<file path="src/rtl/mac6_pkg.sv">
// Shared types and constants for the 6-bit product accumulator.
package mac6_pkg;

    typedef enum logic {
        ACCUM = 1'b0,
        DONE  = 1'b1
    } mac_state_t;

    localparam int PROD_W   = 6;
    localparam int PROD_MAX = 49;

endpackage

</file>
<file path="src/rtl/mac6_acc_acc_reg.sv">
// ACC_W-bit accumulator register with carry-out detection and a sticky wrap flag.
module acc_reg
    import mac6_pkg::*;
#(
    parameter int ACC_W = 8
) (
    input  logic              clk,
    input  logic              rst_n,
    input  logic              clr_i,
    input  logic              add_i,
    input  logic [PROD_W-1:0] addend_i,
    output logic [ACC_W-1:0]  acc_o,
    output logic              ovf_o
);

    logic [ACC_W-1:0] acc_q, acc_d;
    logic             ovf_q, ovf_d;
    logic [ACC_W:0]   sum_w;

    // One extra bit on the adder captures the carry out of the top accumulator bit.
    assign sum_w = {1'b0, acc_q} + {{(ACC_W + 1 - PROD_W){1'b0}}, addend_i};

    // NOTE: every next-state signal is defaulted first so no path leaves it unassigned (no latch).
    always_comb begin
        acc_d = acc_q;
        ovf_d = ovf_q;
        if (clr_i) begin
            acc_d = '0;
            ovf_d = 1'b0;
        end else if (add_i) begin
            acc_d = sum_w[ACC_W-1:0];
            ovf_d = ovf_q | sum_w[ACC_W];
        end
    end

    // NOTE: state registers use non-blocking assignments so all flops update together at the edge.
    always_ff @(posedge clk or negedge rst_n) begin
        if (!rst_n) begin
            acc_q <= '0;
            ovf_q <= 1'b0;
        end else begin
            acc_q <= acc_d;
            ovf_q <= ovf_d;
        end
    end

    assign acc_o = acc_q;
    assign ovf_o = ovf_q;

endmodule

</file>
<file path="src/rtl/mac6_acc.sv">
// Sums N_TERMS unsigned 6-bit products and presents the total on a valid/ready port.
module mac6_acc
    import mac6_pkg::*;
#(
    parameter int N_TERMS = 4,
    parameter int ACC_W   = 8
) (
    input  logic              clk,
    input  logic              rst_n,
    input  logic              clear,
    input  logic              in_valid,
    output logic              in_ready,
    input  logic [PROD_W-1:0] prod,
    output logic              out_valid,
    input  logic              out_ready,
    output logic [ACC_W-1:0]  acc_out,
    output logic              ovf
);

    localparam int                CNT_W = $clog2(N_TERMS + 1);
    localparam logic [CNT_W-1:0]  LAST  = CNT_W'(N_TERMS - 1);

    mac_state_t       state_q, state_d;
    logic [CNT_W-1:0] cnt_q, cnt_d;
    logic             accept;
    logic             out_hs;

    // Internal accept uses state only; holding in_ready low during reset is an output-only concern.
    assign accept    = in_valid && (state_q == ACCUM);
    assign out_hs    = out_valid && out_ready;
    assign in_ready  = rst_n && (state_q == ACCUM);
    assign out_valid = (state_q == DONE);

    always_comb begin
        state_d = state_q;
        cnt_d   = cnt_q;
        if (clear) begin
            state_d = ACCUM;
            cnt_d   = '0;
        end else begin
            case (state_q)
                ACCUM: begin
                    if (accept) begin
                        if (cnt_q == LAST) begin
                            cnt_d   = '0;
                            state_d = DONE;
                        end else begin
                            cnt_d = cnt_q + 1'b1;
                        end
                    end
                end
                DONE: begin
                    if (out_ready) state_d = ACCUM;
                end
                default: state_d = ACCUM;
            endcase
        end
    end

    always_ff @(posedge clk or negedge rst_n) begin
        if (!rst_n) begin
            state_q <= ACCUM;
            cnt_q   <= '0;
        end else begin
            state_q <= state_d;
            cnt_q   <= cnt_d;
        end
    end

    // clear wins over a same-cycle accept; the output handshake empties the sum for the next result.
    acc_reg #(
        .ACC_W(ACC_W)
    ) u_acc_reg (
        .clk      (clk),
        .rst_n    (rst_n),
        .clr_i    (clear | out_hs),
        .add_i    (accept & ~clear),
        .addend_i (prod),
        .acc_o    (acc_out),
        .ovf_o    (ovf)
    );

endmodule
</file>
<file path="config.mk">
export PLATFORM = sky130hd
export DESIGN_NAME = mac6_acc
export DESIGN_NICKNAME = d
export VERILOG_FILES = /design/src/rtl/mac6_pkg.sv /design/src/rtl/mac6_acc_acc_reg.sv /design/src/rtl/mac6_acc.sv
export SDC_FILE = /design/constraint.sdc
export NUM_CORES = 1
export LEC_CHECK = 0
export CAP_MARGIN = 20
export CORE_MARGIN = 4
export CORE_UTILIZATION = 40
export DETAILED_ROUTE_END_ITERATION = 16
export PLACE_DENSITY = 0.75
export SLEW_MARGIN = 25
export SYNTH_ARGS = -nofsm -noshare
export SYNTH_HDL_FRONTEND = slang
export SYNTH_HIERARCHICAL = 1
export SYNTH_SLANG_ARGS = --single-unit
</file>
<file path="constraint.sdc">
create_clock -name clk -period 1.7 [get_ports clk]
set_input_delay 0.34 -clock clk [delete_from_list [all_inputs] [get_ports clk]]
set_output_delay 0.34 -clock clk [all_outputs]
set_load 0.1 [all_outputs]
</file>
==> run_results.csv <==
group,metric,value,unit
run_status,status,"finished with violations",
run_status,violations,"negative setup slack",
finish,area_growth,75.37,%
synth,yosys.area.top_type_share,38.12,%
finish,final_area,0.001496,mm²
sta,setup_viol_count_final,2,
global_routing,grt-ovfl-total,0,
floorplanning,core,0.002002,mm²
placement,gp_congestion,0.8069,
floorplanning,io_pins,22,
cts,cts_inserted_buffers,3,
cts,cts.path.max_buffers,2,
finish,final_cells,157,
synth,yosys_warnings,6,
global_routing,grt_util_all_layers,17.78,%
synth,async_reset_ff_share,100.0,%
critical_path,worst_setup_path_end_kind,"register",
placement,place_ws,-0.3567,ns
route,drc,0,
synth,ys.flop_type,"dfrtp_1",
floorplanning,initial_core_util,42.62,%
critical_path,slowest_stage,"dfrtp_4",
route,drtIter0Drc,25,
synth,syn_area,853.3,µm²
cts,h-tree-depth,1,
sta,fin_crit_sh,102.1,%
global_routing,grt.met2_usage,29.28,%
critical_path,critPathKind,"register to register",
cts,cts-root-buf,"clkbuf_4",
min_path,hp-class,"primary input to async pin",
finish,fin_nets,150,
placement,portBuffers,21,
critical_path,cp_max_fo,3,
route,drtAntennaViolNets,0,
cts,cts-hold-fix-buffers,0,
cts,clk_pin_slew,0.08,ns
sta,finalSetupTns,-0.06678,ns
sta,slew_headroom,85.18,%
route,first_pass_iters,4,
sta,worst_clock_skew,0.001788,ns
power_and_ir_drop,peakVddDrop,402.5,µV
critical_path,cp.arrival,1.90,ns
cts,cts_sinks,13,
sta,fmax,576.3,MHz
synth,syn_inst,87,
sta,tightest_slew,0.2188,ns
critical_path,required,1.86,ns
critical_path,worstReg2RegEnd,"u_acc_reg/acc_o[6]",
synth,yosysTopAreaCell,"dfrtp_1",
synth,yosys-top-cells-area,"dfrtp_1, ha_1, a21oi_1",
cts,cts_tree,"done",
global_routing,grt_max_degree,14,
sta,fin_ws,-0.03517,ns
synth,synth.most_common_cell,"dfrtp_1",
critical_path,worstRegToRegCells,6,
global_routing,antenna_found_initial,0,
floorplanning,num_rows,16,
route,vias,851,
global_routing,grt-busiest-layer,"met2",
finish,antenna_cells,0,
sta,slew_violations,0,
placement,place_inst,150,
finish,utilization,74.75,%
placement,dpl_cell_area,0.001425,mm²
synth,syn_nets,106,
synth,synth.distinct_cells,33,
critical_path,cp-start-kind,"register",
global_routing,grt_pass1_vias,871,
synth,synth_edf_count,0,
global_routing,grt_use_met3,3.047,%
placement,dp_hpwl,1794,µm
synth,yosys-top-cells-count,"dfrtp_1, nor2_1, a21oi_1, ha_1, nand2_1",
floorplanning,die_w,54.19,µm
global_routing,grt_pass1_wl,3691,µm
floorplanning,dieArea,0.002936,mm²
sta,finalHoldViolations,0,
synth,ys_ff_latch,13,
route,vias_per_cell,5.420,
sta,period_minus_slack,1.735,ns
global_routing,use_met1,22.01,%
critical_path,cp_cell_sequence,"ha_4 -> fa_2 -> a211oi_4 -> o21a_1 -> or3_1 -> a21oi_1",
synth,avgSynthCellArea,9.808,µm²
critical_path,reg2reg_from,"u_acc_reg/acc_o[0]",
power_and_ir_drop,finalPower,953.7,µW
finish,drive_gt1_share,47.69,%
sta,whs,0.4496,ns
power_and_ir_drop,pwr_density_cell,637.3,mW/mm²
flow_run,max_cap_violations,0,
floorplanning,die_y,54.19,µm
critical_path,r2r_slack,-0.04,ns
critical_path,crit_path_max_incr_delay,0.49,ns
power_and_ir_drop,leakagePower,0.6342,nW
synth,ys_seq_area_share,38.12,%
route,wl_per_cell,14.47,µm
route,wirelength,2272,µm
cts,clock_latency,0.27,ns
sta,rsz0062_at_grt,"true",
-- what timing repair did --
item / in CTS / in global routing
resized for setup: 4 / 5
pin swaps: 7 / 6
setup buffers: 3 / 0
setup endpoints to repair: 5 / 6
-- cell families (layout without fill, tap and decap cells) --
| group | count (synthesis) | count (layout) | share of synthesized area (%) |
|---|---|---|---|
| buf+inv | 2 | 45 | 2.200 |
| fa+ha+maj | 8 | 8 | 12.61 |
| mux | 3 | 3 | 3.666 |
| flops | 13 | 13 | 38.12 |
| compound gates | 28 | 28 | 21.70 |
| simple gates | 31 | 31 | 19.65 |
| xor+xnor | 2 | 2 | 2.053 |
-- power by group --
group | internal (mW) | leakage, nW | switching [mW] | total [mW]
logic | 0.188 | 0.456 | 0.218 | 0.406
clock network | 0.0908 | 0.0150 | 0.104 | 0.195
registers | 0.330 | 0.163 | 0.0219 | 0.352
-- registers in the layout (all words and copies together), names as in the netlist --
register / cells
cnt_q: 3
out_valid: 1
u_acc_reg/acc_o: 8
u_acc_reg/ovf_o: 1
-- area by class of cell --
class	count	area (µm²)
Clock buffer	4	26.28
Fill cell	138	505.5
Multi-Input combinational cell	72	619.3
Sequential cell	13	350.3
Tap cell	27	33.78
Timing Repair Buffer	41	466.7
-- how the worst max path moves through the flow --
stage	endpoint	from	cells past startpoint	slack (ns)
2_1_floorplan	u_acc_reg/acc_o[6]	u_acc_reg/acc_o[0]	6	-0.12
3_3_place_gp	u_acc_reg/ovf_o	prod[0]	7	-0.36
3_5_place_dp	u_acc_reg/ovf_o	prod[0]	7	-0.36
4_1_cts	u_acc_reg/acc_o[4]	u_acc_reg/acc_o[0]	5	-0.05
5_1_grt	u_acc_reg/ovf_o	u_acc_reg/acc_o[0]	6	-0.08
6_report	u_acc_reg/acc_o[6]	u_acc_reg/acc_o[0]	6	-0.04
-- routing by layer --
metal	routed length, µm	up-vias
met5	0	-
met4	51	0
met3	117	6
met2	1108	30
met1	995	413
li1	-	402
-- cells in the final DEF (no fill, tap or decap), drive strengths merged --
master	n
nor2b	3
o21a	1
o311ai	1
and4	1
a211oi	3
o211ai	2
o31ai	1
mux2	1
xor2	1
nand3	1
or2	1
clkbuf	4
fa	1
dlygate4sd2	3
ha	7
nand3b	1
nand2	6
nor2	10
a21o	4
nand2b	3
mux2i	2
dfrtp	13
a31o	1
buf	31
xnor2	1
o22ai	2
o21ai	4
a21oi	9
and2b	2
or3	2
clkdlybuf4s50	7
and3	1
-- worst max-delay path: cells and delay by family (launching register included) --
family | cells | cell delay [ns]
adders and majority gates | 2 | 0.54
DFF | 1 | 0.49
and+or+nand+nor | 1 | 0.10
AOI/OAI and AO/OA | 3 | 0.50
Note: power is estimated with default switching activity, not from simulation.
